File: src/rtl/hex_display_scan.sv
// hex_display_scan: double-buffered, time-multiplexed scanner for a common-anode hex display.
// Define HEX_DISPLAY_LZB_EN to compile in leading-zero blanking.
module hex_display_scan #(
  parameter int DIGITS   = 4,
  parameter int PRESCALE = 50000
) (
  input  logic                  clk,
  input  logic                  rstN,
  input  logic [4*DIGITS-1:0]   valueIn,
  input  logic                  loadIn,
  output logic [3:0]            nOut,
  output logic [DIGITS-1:0]     anOut,
  output logic                  busyOut
);
  localparam int CW = $clog2(PRESCALE);
  localparam int DW = DIGITS > 1 ? $clog2(DIGITS) : 1;
  logic [CW-1:0]       cnt, cnt_n;
  logic [DW-1:0]       digit, digit_n;
  logic [4*DIGITS-1:0] shadow, shadow_n, disp, disp_n;
  logic                pending, pending_n, last, wrap, blank;
  always_comb begin
    last      = cnt == CW'(PRESCALE - 1);
    wrap      = last && digit == DW'(DIGITS - 1);
    cnt_n     = last ? '0 : cnt + 1'b1;
    digit_n   = !last ? digit : wrap ? '0 : digit + 1'b1;
    disp_n    = (wrap && loadIn) ? valueIn : (wrap && pending) ? shadow : disp;
    shadow_n  = (loadIn && !wrap) ? valueIn : shadow;
    pending_n = !wrap && (loadIn || pending);
`ifdef HEX_DISPLAY_LZB_EN
    blank     = digit_n != '0 && (disp_n >> {digit_n, 2'b00}) == '0;
`else
    blank     = 1'b0;
`endif
  end
  // Outputs are computed from next state so they stay registered yet aligned with cnt/digit.
  always_ff @(posedge clk or negedge rstN) begin
    if (!rstN) begin
      cnt     <= '0;
      digit   <= '0;
      shadow  <= '0;
      disp    <= '0;
      pending <= 1'b0;
      nOut    <= 4'h0;
      anOut   <= '1;
      busyOut <= 1'b0;
    end else begin
      cnt     <= cnt_n;
      digit   <= digit_n;
      shadow  <= shadow_n;
      disp    <= disp_n;
      pending <= pending_n;
      nOut    <= disp_n[{digit_n, 2'b00} +: 4];
      anOut   <= (cnt_n == '0 || blank) ? '1 : ~(DIGITS'(1) << digit_n);
      busyOut <= pending_n;
    end
  end
endmodule
File: config.mk
export PLATFORM = sky130hd
export DESIGN_NAME = hex_display_scan
export DESIGN_NICKNAME = d
export VERILOG_FILES = /design/src/rtl/hex_display_scan.sv
export SDC_FILE = /design/constraint.sdc
export NUM_CORES = 1
export LEC_CHECK = 0
export ABC_AREA = 0
export ABC_CLOCK_PERIOD_IN_PS = 6900
export CORE_AREA = 2 2 88 90
export CTS_CLUSTER_DIAMETER = 80
export DETAILED_ROUTE_END_ITERATION = 6
export DIE_AREA = 0 0 90 92
export PLACE_DENSITY = 0.72
export SYNTH_ARGS = -nofsm -noshare
export SYNTH_HDL_FRONTEND = slang
export SYNTH_SLANG_ARGS = --single-unit
File: constraint.sdc
create_clock -name clk -period 6.9 [get_ports clk]
set_clock_uncertainty 0.2 [all_clocks]
set_input_delay 2.07 -clock clk [delete_from_list [all_inputs] [get_ports clk]]
set_output_delay 2.07 -clock clk [all_outputs]
set_load 0.05 [all_outputs]
==> reports/qor.csv <==
stage,metric,value,unit
place,io_buffers,27,
min_path,hold_path_depth,1,
sta,setup-tns-final,0,ns
die,die_x,90,um
logic_synthesis,yosys_warnings,0,
global_route,grt_max_degree,60,
finish,diodes,0,
die,core,7450,sq um
min_path,hold_path_class,register to register,
worst_setup_path,crit_type,input pin to register,
routing,drt_iter0_drc,83,
worst_setup_path,r2r-end,shadow[4],
routing,drc,0,
clocking,cts-root-buf,clkbuf_8,
worst_setup_path,endpoint_kind,register,
logic_synthesis,yosysTopAreaCell,dfrtp_1,
logic_synthesis,syn-cell-area,2990,sq um
sta,slew_viol_final,0,
sta,relSlewSlack,24.8,%
routing,drt.antenna.violating_nets,0,
routing,viasPerCell,5.55,
finish,drive_above_1_share,9.43,%
finish,seq_area,1480,sq um
power_and_ir_drop,vdd_ir_drop_max,0.0828,mV
logic_synthesis,synth-seq-cells,59,
global_route,grt_use_total,16.7,%
clocking,post-cts-setup-buffer-count,0,
finish,multiInputGateArea,1320,sq um
die,start_util,40.1,%
run_status,outcome,completed,
sta,tightestPinTransition,1.12,ns
power_and_ir_drop,total_power,0.678,mW
clocking,cts_buffers,9,
place,placed_area,3300,sq um
logic_synthesis,synthCells,294,
logic_synthesis,synth_area_leaders,"dfrtp_1 46%, a32oi_1 4.4%, o211ai_1 4.0%",
sta,fmax,224,MHz
power_and_ir_drop,p_per_area,195,nW/um^2
global_route,grt_overflow,0,
clocking,path_clk_slew,0.07,ns
sta,rsz0062_at_grt,no,
logic_synthesis,seq_area_frac_synth,49.6,%
logic_synthesis,synth-edff-count,0,
clocking,clock_path_buffers,2,
worst_setup_path,required,6.96,ns
clocking,cts.hold.buffers_added,0,
clocking,ctsResizeCount,0,
min_path,min_from,shadow[12],
clocking,clkLatencyLatePin,0.34,ns
worst_setup_path,arrival,4.53,ns
worst_setup_path,start_kind,input pin,
place,hpwl,4210,um
worst_setup_path,rrSetupSlack,3.44,ns
routing,wl,6360,um
die,num_rows,32,
die,pin_count,28,
die,dieArea,8280,sq um
logic_synthesis,synth-main-ff-cell,dfrtp_1,
min_path,hold_end,shadow[12],
worst_setup_path,worstReg2RegStart,cnt[0],
routing,dr.pass1.iters,4,
routing,avgRoutedWirePerCell,15.1,um
global_route,antenna_found_initial,0,
global_route,grt_pass1_vias,2390,
job,maxCapViolCount,0,
finish,num-nets-final,334,
logic_synthesis,synth_top_area_share,46.0,%
die,die_height,92,um
worst_setup_path,crit_fanout,20,
sta,final_hold_viol_count,0,
power_and_ir_drop,p_leak,1.46,nW
logic_synthesis,synth.distinct_cells,45,
finish,area_delta_synth_final,16.1,%
place,place.gp.congestion,0.797,
logic_synthesis,synth_nets,315,
sta,finalCriticalPeriod,4.46,ns
logic_synthesis,synth_async_sr_flop_share,100,%
finish,fillers,681,
sta,fin_crit_sh,64.7,%
global_route,grt_pass1_wl,11100,um
clocking,cts_sinks,59,
routing,via_count,2332,
worst_setup_path,r2r_cells,6,
sta,finalSetupViolCount,0,
clocking,cts_tree,yes,
logic_synthesis,syn_avg_cell_area,10.2,sq um
finish,final_area,3470,sq um
clocking,h-tree-depth,3,
[cells in the mapped netlist (all sizes together), types with 3 or more instances]
cell type and n:
nor4 4, a32oi 15, o22ai 7, and2 16, buf 7, o211ai 16, inv 25, xnor2 5
clkbuf 14, a21oi 3, dfrtp 55, nand4 19, nand2 13, dfstp 4, o21ai 5, nor2b 3
nor2 22, nand3 7, mux2 16, xor2 8, nor3 3
[sequential cells by signal, summed over array words and instances (netlist names)]
name and flops:
cnt 16, shadow 16, anOut 4, busyOut 1
nOut 4, digit 2, disp 16
[area by class of cell]
cell class              instances  area share (%)
well taps                     102            3.68
clock inverters                 2           0.288
repair buffers                 29            8.07
multi-input cells             189            37.9
inverters                      25            2.70
clock buffers                  14            4.69
flip-flops and latches         59            42.7
[layout by cell type (no fill, tap or decap), drive strengths merged, types with 13 or more instances in the layout]
cell type and instances:
clkdlybuf4s50 26, and2 16, o211ai 16, inv 25, nand4 19, a32oi 15, clkbuf 14, mux2 16
nand2 13, nor2 22, dfrtp 55
[layer usage]
| metal | vias up | global-route usage [%] | wire length [um] | share of wire, % |
|---|---|---|---|---|
| met5 | - | 0 | 0 | 0 |
| met4 | 0 | 10.4 | 191 | 3.0 |
| met3 | 18 | 4.19 | 280 | 4.4 |
| met2 | 54 | 26.4 | 3030 | 48 |
| met1 | 1160 | 20.4 | 2850 | 45 |
| li1 | 1100 | - | - | - |
[how the worst max path moves through the flow]
stage	from	to	slack [ns]	cells after the start
after global routing	loadIn	nOut[1]	2.23	6
after detailed placement	loadIn	nOut[3]	2.13	6
after floorplan	loadIn	nOut[0]	3.39	7
final	loadIn	nOut[1]	2.44	6
after global placement	loadIn	nOut[3]	2.21	6
after CTS	loadIn	nOut[3]	2.49	6
[through the flow]
stage	hold WS, ns	setup WS, ns	util [%]	std cells
floorplan	0.256	3.39	-	294
global placement	0.271	2.21	44.3	404
detailed placement	0.275	2.13	44.3	404
CTS	0.289	2.49	46.6	420
global route	0.317	2.23	46.6	420
finish	0.281	2.44	46.6	420
[logic make-up (layout without fill, tap and decap cells)]
logic type,count (synthesis),in the layout,synth area share [%]
compound gates,57,57,14.1
xor+xnor,13,13,3.81
fa+ha+maj,2,2,0.837
buf+inv,46,70,6.45
flops,59,59,49.6
mux,18,18,6.70
simple gates,99,99,18.5
[worst max-delay path, cell delays in order]
cell	delay (ns)
clkdlybuf4s50_1	0.81
nor2_1	1.04
a32oi_1	0.11
o211ai_1	0.20
o22ai_1	0.12
nor2_1	0.16
[where the power goes]
group	internal [mW]	switching, mW
Sequential	0.355	0.00446
Clock	0.149	0.131
Combinational	0.0195	0.0187
Total	0.524	0.154
Power figures use the tool's default switching activity.
